==> src/rtl/nibble_serial_sub.sv <==
// Multi-cycle WIDTH-bit subtractor: one 4-bit lookahead slice per clock computes a - b
// as a + ~b + 1, carry registered between nibbles, with a start/ready/done handshake.
module nibble_serial_sub #(
  parameter int WIDTH = 32
) (
  input  logic             clk,
  input  logic             rst,
  input  logic             start,
  input  logic [WIDTH-1:0] a,
  input  logic [WIDTH-1:0] b,
  output logic             ready,
  output logic             done,
  output logic [WIDTH-1:0] diff,
  output logic             borrowOut,
  output logic             overflow,
  output logic             negative,
  output logic             zero
);

  localparam int NIBBLES = WIDTH / 4;
  localparam int IDXW    = (NIBBLES > 1) ? $clog2(NIBBLES) : 1;
  localparam logic [IDXW-1:0] LAST_IDX = IDXW'(NIBBLES - 1);

  typedef enum logic [1:0] {
    S_IDLE,
    S_RUN,
    S_DONE
  } state_e;

  state_e           state_q, state_d;
  logic [WIDTH-1:0] op_a_q, op_a_d;
  logic [WIDTH-1:0] op_b_q, op_b_d;
  logic [WIDTH-1:0] diff_q, diff_d;
  logic [IDXW-1:0]  idx_q, idx_d;
  logic             carry_q, carry_d;
  logic             borrow_q, borrow_d;
  logic             overflow_q, overflow_d;
  logic             negative_q, negative_d;
  logic             zero_q, zero_d;

  // 4-bit generate/propagate lookahead slice on the nibble selected by idx.
  logic [3:0] nib_a, nib_b, g, p, sum;
  logic [4:0] c;

  assign nib_a = op_a_q[4*idx_q +: 4];
  assign nib_b = op_b_q[4*idx_q +: 4];
  assign g     = nib_a & nib_b;
  assign p     = nib_a ^ nib_b;
  assign c[0]  = carry_q;
  assign c[1]  = g[0] | (p[0] & c[0]);
  assign c[2]  = g[1] | (p[1] & g[0]) | (p[1] & p[0] & c[0]);
  assign c[3]  = g[2] | (p[2] & g[1]) | (p[2] & p[1] & g[0]) | (p[2] & p[1] & p[0] & c[0]);
  assign c[4]  = g[3] | (p[3] & g[2]) | (p[3] & p[2] & g[1]) | (p[3] & p[2] & p[1] & g[0])
               | (p[3] & p[2] & p[1] & p[0] & c[0]);
  assign sum   = p ^ c[3:0];

  // NOTE: every _d gets a default before the case so no path can infer a latch.
  always_comb begin
    state_d    = state_q;
    op_a_d     = op_a_q;
    op_b_d     = op_b_q;
    diff_d     = diff_q;
    idx_d      = idx_q;
    carry_d    = carry_q;
    borrow_d   = borrow_q;
    overflow_d = overflow_q;
    negative_d = negative_q;
    zero_d     = zero_q;
    unique case (state_q)
      S_IDLE: begin
        if (start) begin
          op_a_d  = a;
          op_b_d  = ~b;
          carry_d = 1'b1;
          idx_d   = '0;
          state_d = S_RUN;
        end
      end
      S_RUN: begin
        diff_d[4*idx_q +: 4] = sum;
        carry_d              = c[4];
        idx_d                = idx_q + 1'b1;
        if (idx_q == LAST_IDX) begin
          // op_b holds ~b, so equal stored MSBs means a and b had opposite signs.
          borrow_d   = ~c[4];
          overflow_d = (op_a_q[WIDTH-1] == op_b_q[WIDTH-1]) && (sum[3] != op_a_q[WIDTH-1]);
          negative_d = sum[3];
          zero_d     = (diff_d == '0);
          state_d    = S_DONE;
        end
      end
      S_DONE:  state_d = S_IDLE;
      default: state_d = S_IDLE;
    endcase
  end

  // NOTE: sequential state uses non-blocking assignments only.
  always_ff @(posedge clk) begin
    if (rst) begin
      state_q    <= S_IDLE;
      diff_q     <= '0;
      idx_q      <= '0;
      carry_q    <= 1'b0;
      borrow_q   <= 1'b0;
      overflow_q <= 1'b0;
      negative_q <= 1'b0;
      zero_q     <= 1'b0;
    end else begin
      state_q    <= state_d;
      diff_q     <= diff_d;
      idx_q      <= idx_d;
      carry_q    <= carry_d;
      borrow_q   <= borrow_d;
      overflow_q <= overflow_d;
      negative_q <= negative_d;
      zero_q     <= zero_d;
    end
  end

  // NOTE: operand copies carry no reset; they are always loaded before use.
  always_ff @(posedge clk) begin
    op_a_q <= op_a_d;
    op_b_q <= op_b_d;
  end

  assign ready     = (state_q == S_IDLE);
  assign done      = (state_q == S_DONE);
  assign diff      = diff_q;
  assign borrowOut = borrow_q;
  assign overflow  = overflow_q;
  assign negative  = negative_q;
  assign zero      = zero_q;

endmodule

==> config.mk <==
export PLATFORM = sky130hd
export DESIGN_NAME = nibble_serial_sub
export DESIGN_NICKNAME = d
export VERILOG_FILES = /design/src/rtl/nibble_serial_sub.sv
export SDC_FILE = /design/constraint.sdc
export NUM_CORES = 1
export LEC_CHECK = 0
export CORE_UTILIZATION = 45
export DETAILED_ROUTE_END_ITERATION = 10
export GPL_TIMING_DRIVEN = 0
export PLACE_DENSITY_LB_ADDON = 0.12
export SYNTH_ARGS = -nofsm -noshare
export SYNTH_HDL_FRONTEND = slang
export SYNTH_SLANG_ARGS = --single-unit
==> constraint.sdc <==
create_clock -name clk -period 4.8 [get_ports clk]
set_input_delay 0.96 -clock clk [delete_from_list [all_inputs] [get_ports clk]]
set_output_delay 0.96 -clock clk [all_outputs]
set_load 0.02 [all_outputs]
Word level (Yosys, flattened, before mapping) --
Index checks and enable logic that the tools add are counted.
Word-level totals: register bits after elaboration 106, input port bits 67, word-level logic and storage cells 70, output and inout bits 38
Cells by class: muxes and demuxes 8, bitwise operators 31, reductions and logical operators 8, shift-type cells 4, eq/ne operators 7, $add $sub $neg 2
Operators by type and width (number):
- 32-bit by 6-bit indexed part select with 4-bit output | 2
- 5-bit negation with 34-bit output | 1
- 4-bit by 34-bit variable shift with 32-bit output, first input constant | 1
- 4-bit by 34-bit indexed part select with 32-bit output | 1
- 32-bit bitwise mux | 1
- 32-bit zero test | 1
- 32-bit inverter | 1
- 1-bit bitwise AND | 16
- 1-bit OR | 10
- 2-bit AND reduction | 4
- 4-bit XOR | 2
- 3-bit case mux with 2 select lines | 1
- 4-bit bitwise AND | 1
- 2-bit 2-to-1 mux | 2
- 2-bit != test, second input constant | 2
- 2-bit case mux with 2 select lines | 1
- 3-bit by 1-bit adder with 3-bit output, second input constant | 1
- 3-bit == test, second input constant | 1
- 3-bit 2-to-1 mux | 1
- 2-bit by 1-bit == test with 1-bit output, second input constant | 1
- 2-bit == test, second input constant | 1
- 2-bit zero test | 1
- 1-bit case mux with 2 select lines | 1
- 2-bit nonzero test | 1
- other kinds (5) | 5

Depth between registers and ports, before layout --
depth after elaboration 10, depth in mapped cells 13, mapped depth without buffers 10

Worst setup path after synthesis --
Ideal clock, no wire load.
path type reg-to-reg, start point register idx_q[0], end point register zero_q, in the netlist zero, cell stages (with the launch flop) 13, period minus slack after synthesis 3.202 ns, setup slack 1.598 ns, library setup time 0.069 ns, buffers on the path 2, arrival time 3.133 ns, data required time 4.731 ns, cells stage by stage dfxtp_1 -> buf_4 -> buf_2 -> mux4_2 -> nand2_1 -> nand2_1 -> fa_1 -> xnor2_2 -> nor2_1 -> o31a_1 -> nor4_1 -> nand4_1 -> o21ai_1
On the way: word-level cells in the longest chain between the ends 10, elaborated cells on any way between the ends 27, classes of those cells add/sub: 1; eq/ne: 1; shift: 4; mux: 1; bitwise: 18; reduce/logical: 2
RTL lines:
- from (decl) | line 34 | logic [IDXW-1:0] idx_q, idx_d;
- from (signal assigned) | line 111 | idx_q <= idx_d;
- 32-bit by 6-bit indexed part select with 4-bit output, on equally long branches | line 45, 46
- 4-bit XOR / 4-bit bitwise AND (equally long branches) | line 48, 47
- 1-bit bitwise AND | line 52 | assign c[3] = g[2] | (p[2] & g[1]) | (p[2] & p[1] & g[0]) | (p[2] & p[1] & p[0] & c[0]);
- 1-bit OR / 1-bit bitwise AND (equally long branches) (2 in a row) | line 52
- 1-bit OR | line 52
- 4-bit XOR | line 55 | assign sum = p ^ c[3:0];
- 4-bit by 34-bit indexed part select with 32-bit output | line 80 | diff_d[4*idx_q +: 4] = sum;
- 32-bit bitwise mux | line 80
- 32-bit zero test | line 88 | zero_d = (diff_d == '0);
- to (signal assigned) | line 116 | zero_q <= zero_d;
- to (decl) | line 39 | logic zero_q, zero_d;
Several ways; a longest one is shown, not always the timed one. A chain may end at the register's enable or synchronous reset.

Worst setup path after layout --
start point register idx_q[0], end point register diff_q[31], in the netlist diff[31]
On the way: word-level cells in the longest chain between the ends 9, elaborated cells on any way between the ends 24, classes of those cells add/sub: 1; shift: 4; mux: 1; bitwise: 18
RTL lines:
- 32-bit by 6-bit indexed part select with 4-bit output, on equally long branches | line 45, 46
- 4-bit XOR / 4-bit bitwise AND (equally long branches) | line 48, 47
- 1-bit bitwise AND | line 52
- 1-bit OR / 1-bit bitwise AND (equally long branches) (2 in a row) | line 52
- 1-bit OR | line 52
- 4-bit XOR | line 55
- 4-bit by 34-bit indexed part select with 32-bit output | line 80
- 32-bit bitwise mux * | line 80
- to (signal assigned) | line 110 | diff_q <= diff_d;
- to (decl) | line 33 | logic [WIDTH-1:0] diff_q, diff_d;
Mark *: on every way between the ends. The rest lies on a longest branch, timed or not.

==> run_results.csv <==
group,metric,value,unit
clock_tree,root_buffer,"clkbuf_8",
power,vdd_ir_drop_max,0.000193,V
die,num_rows,37,
sta,rsz0062_at_grt,"false",
clock_tree,numCtsBuffers,9,
power,p_clk_frac,0.291,
setup_path,cp_slowest_cell,"mux4_2",
setup_path,r2r_start,"idx_q[0]",
routing,routed-wl-met2,5320,um
yosys,synth_most_common_cell,"edfxtp_1",
yosys,synth_fp_nets,503,
finish,fin_nets,618,
placement,dpl.hpwl,8200,um
routing,avgViaCountPerCell,5.23,
placement,routabilityCongestion,0.888,
sta,fin_skew,0.0145,ns
routing,routed.top_layer,"met4",
setup_path,slowest_delay,0.58,ns
flow_run,drv_cap,0,
power,power_density,307,nW/um2
power,p_sw_frac,0.266,
placement,port_buffers,103,
finish,fin_cells,683,
yosys,muxShareOfSynthArea,0.113,
sta,finalSetupViolCount,0,
sta,finalCritPeriodShare,0.830,
setup_path,crit_required,5.09,ns
global_route,grt_pass1_vias,3566,
finish,drive_gt1_frac,0.0914,
global_route,grt_use_total,0.210,
routing,via_count,3572,
setup_path,path_cells,"buf_4 -> buf_2 -> mux4_2 -> nand2_1 -> nand2_1 -> ha_1 -> a211o_1 -> a31oi_1 -> xnor2_1 -> clkbuf_1 -> nand4_1 -> a21oi_1",
setup_path,critPathLaunchType,"register",
finish,fin_util,0.606,
run_status,status,"completed",
yosys,synth.yosys.seq_area_share,0.569,
yosys,yosys_most_used_dff,"edfxtp_1",
global_route,grt_pass1_wl,17900,um
global_route,overflow,0,
power,p_comb_frac,0.178,
yosys,syn-cell-area,4850,um2
die,start_util,0.468,
power,seqPwrFrac,0.531,
clock_tree,clkTransAtPathRegs,0.10,ns
routing,first_iter_violations,190,
yosys,synth_top_area_frac,0.396,
clock_tree,clockBufferDepth,2,
yosys,yosys-top-cells-area,"edfxtp_1, dfxtp_1, mux4_2, nor2_1, mux2i_1",
hold_path,hold_class,"reg2reg",
power,p_int,1.42,mW
setup_path,critPathKind,"reg2reg",
yosys,synthAdderAreaFrac,0.0248,
sta,hold_viol_final,0,
sta,fmax,0.251,GHz
routing,wl_per_cell,16.1,um
sta,slew_viol_final,0,
setup_path,r2r-end,"diff[31]",
setup_path,crit_fanout,10,
clock_tree,cts_tree,"done",
clock_tree,cts-hold-fix-buffers,0,
sta,setup_tns,0,ns
setup_path,ff2ff_path_depth,12,
setup_path,crit_start,"idx_q[0]",
yosys,synth_top_family_by_area,"simple AND/OR/NAND/NOR gates",
sta,slew_headroom,0.548,
yosys,yosys_warnings,0,
routing,antenna_left,0,
die,design.portCount,105,
die,die_w,106,um
yosys,synth_edf_count,64,
finish,diodes,0,
finish,multi_input_area,1830,um2
power,power,1.93,mW
routing,drc_errors,0,
yosys,synth_xor_area_frac,0.00877,
yosys,synth_simple_gate_area_frac,0.160,
finish,nFillCells,910,
yosys,ys_seq_elements,106,
yosys,netlist_top_cells_count,"edfxtp_1, nor2_1, nand2_1, dfxtp_1, inv_1",
yosys,syn_avg_cell_area,11.4,um2
clock_tree,cts.sinks,106,
clock_tree,cts_resized,0,
sta,period_minus_slack,3.99,ns
power,p_sw,513,uW
yosys,synth_cells,427,
sta,worstMarginPinSlew,0.678,ns
global_route,grt_max_degree,39,
setup_path,critPathCaptureType,"register",
setup_path,r2r_slack,0.81,ns
setup_path,critPathArrivalTime,4.27,ns
die,die-area,11200,um2
routing,met1Wirelength,5000,um
setup_path,cpMostUsedCell,"nand2_1",
die,core_area,10400,um2
finish,seq_area,2760,um2
yosys,yosysTopAreaCell,"edfxtp_1",
finish,syn2layout_area_growth,29.4,%
placement,placed_cells,667,
die,fp.dieH,106,um
global_route,grt_antenna_before_repair,0,
power,leakagePower,2.37,nW
yosys,synth_cell_type_count,52,
clock_tree,clk_latency,0.37,ns
yosys,async_flop_share,0,
clock_tree,htreeDepth,3,
yosys,synth-compound-area-share,0.0709,
setup_path,setup.worst_path.end,"diff[31]",
routing,drtPass1Iterations,4,
routing,met3WireLength,525,um
routing,routed_wl,11000,um
clock_tree,post_cts_buffers,0,
worst max-delay path: cells and delay by family, from the launching register on:
family / cells / cell delay [ns]
AO/OA/AOI/OAI: 3 / 0.77
multiplexers: 1 / 0.58
AND/OR/NAND/NOR: 3 / 0.35
flip-flops: 1 / 0.46
adder cells (fa/ha/maj): 1 / 0.30
XOR/XNOR: 1 / 0.27
buffers and inverters: 3 / 1.15
per-stage QoR:
step	area, um2	setup slack (ns)	hold WS (ns)
5_1_grt	6280	0.525	0.518
3_3_place_gp	6050	0.820	0.463
2_1_floorplan	4850	1.60	0.542
6_report	6280	0.814	0.487
3_5_place_dp	6070	0.826	0.469
4_1_cts	6280	0.813	0.485
cell type report:
class                   instances  share of cell area
flip-flops and latches        106               0.440
well taps                     136              0.0271
inverters                      39              0.0233
repair buffers                104               0.167
plain buffers                  22              0.0173
clock inverters                 4             0.00458
clock buffers                  12              0.0283
multi-input cells             260               0.292
worst min-delay path by stage:
stage                        start  endpoint  slack, ns  cells past startpoint
final                         zero      zero       0.49                      2
after global routing      diff[19]  diff[19]       0.52                      2
after CTS                     zero      zero       0.48                      2
after detailed placement      zero      zero       0.47                      2
after global placement     diff[3]   diff[3]       0.46                      2
after floorplan           diff[19]  diff[19]       0.54                      2
state kept, by name, summed over array words and instances (netlist names):
| name | cells |
|---|---|
| diff | 32 |
| op_b_q | 32 |
| negative | 1 |
| op_a_q | 32 |
| zero | 1 |
| overflow | 1 |
| state_q | 2 |
| borrowOut | 1 |
| carry_q | 1 |
| idx_q | 3 |
power groups by stage:
| stage | clock network [mW] | logic (mW) | registers [mW] |
|---|---|---|---|
| after floorplan | 0 | 0.201 | 1.05 |
| after CTS | 0.575 | 0.344 | 1.03 |
| after global placement | 0 | 0.338 | 1.05 |
| final | 0.561 | 0.343 | 1.02 |
| after global routing | 0.604 | 0.374 | 1.03 |
| after detailed placement | 0 | 0.343 | 1.05 |
metal layers:
layer	track usage	up-vias
li1	-	1751
met1	0.282	1694
met2	0.348	119
met3	0.0328	8
met4	0.0714	0
met5	0	-
kinds of logic after synthesis:
| family | Yosys count |
|---|---|
| AOI/OAI and AO/OA | 54 |
| xor gates and xnor gates | 4 |
| adders and majority gates | 9 |
| buffers and inverters | 61 |
| DFF | 106 |
| muxes | 35 |
| and+or+nand+nor | 158 |
cell usage in the layout (no fill, tap or decap), drive strengths merged, types with 4 or more instances in the layout:
master | synthesis | final
clkdlybuf4s50 | 0 | 103
edfxtp | 64 | 64
nor2 | 51 | 51
nand2 | 43 | 43
dfxtp | 42 | 42
inv | 38 | 39
clkbuf | 14 | 26
a21oi | 25 | 25
mux2i | 19 | 19
nor3 | 17 | 17
mux4 | 16 | 16
nand3 | 10 | 10
buf | 8 | 9
ha | 8 | 8
o21ai | 7 | 7
nor2b | 6 | 6
nand2b | 5 | 5
or2 | 5 | 5
nand4 | 4 | 4
a211oi | 4 | 4
o2111ai | 4 | 4
nor4 | 4 | 4
Power figures use the tool's default switching activity.
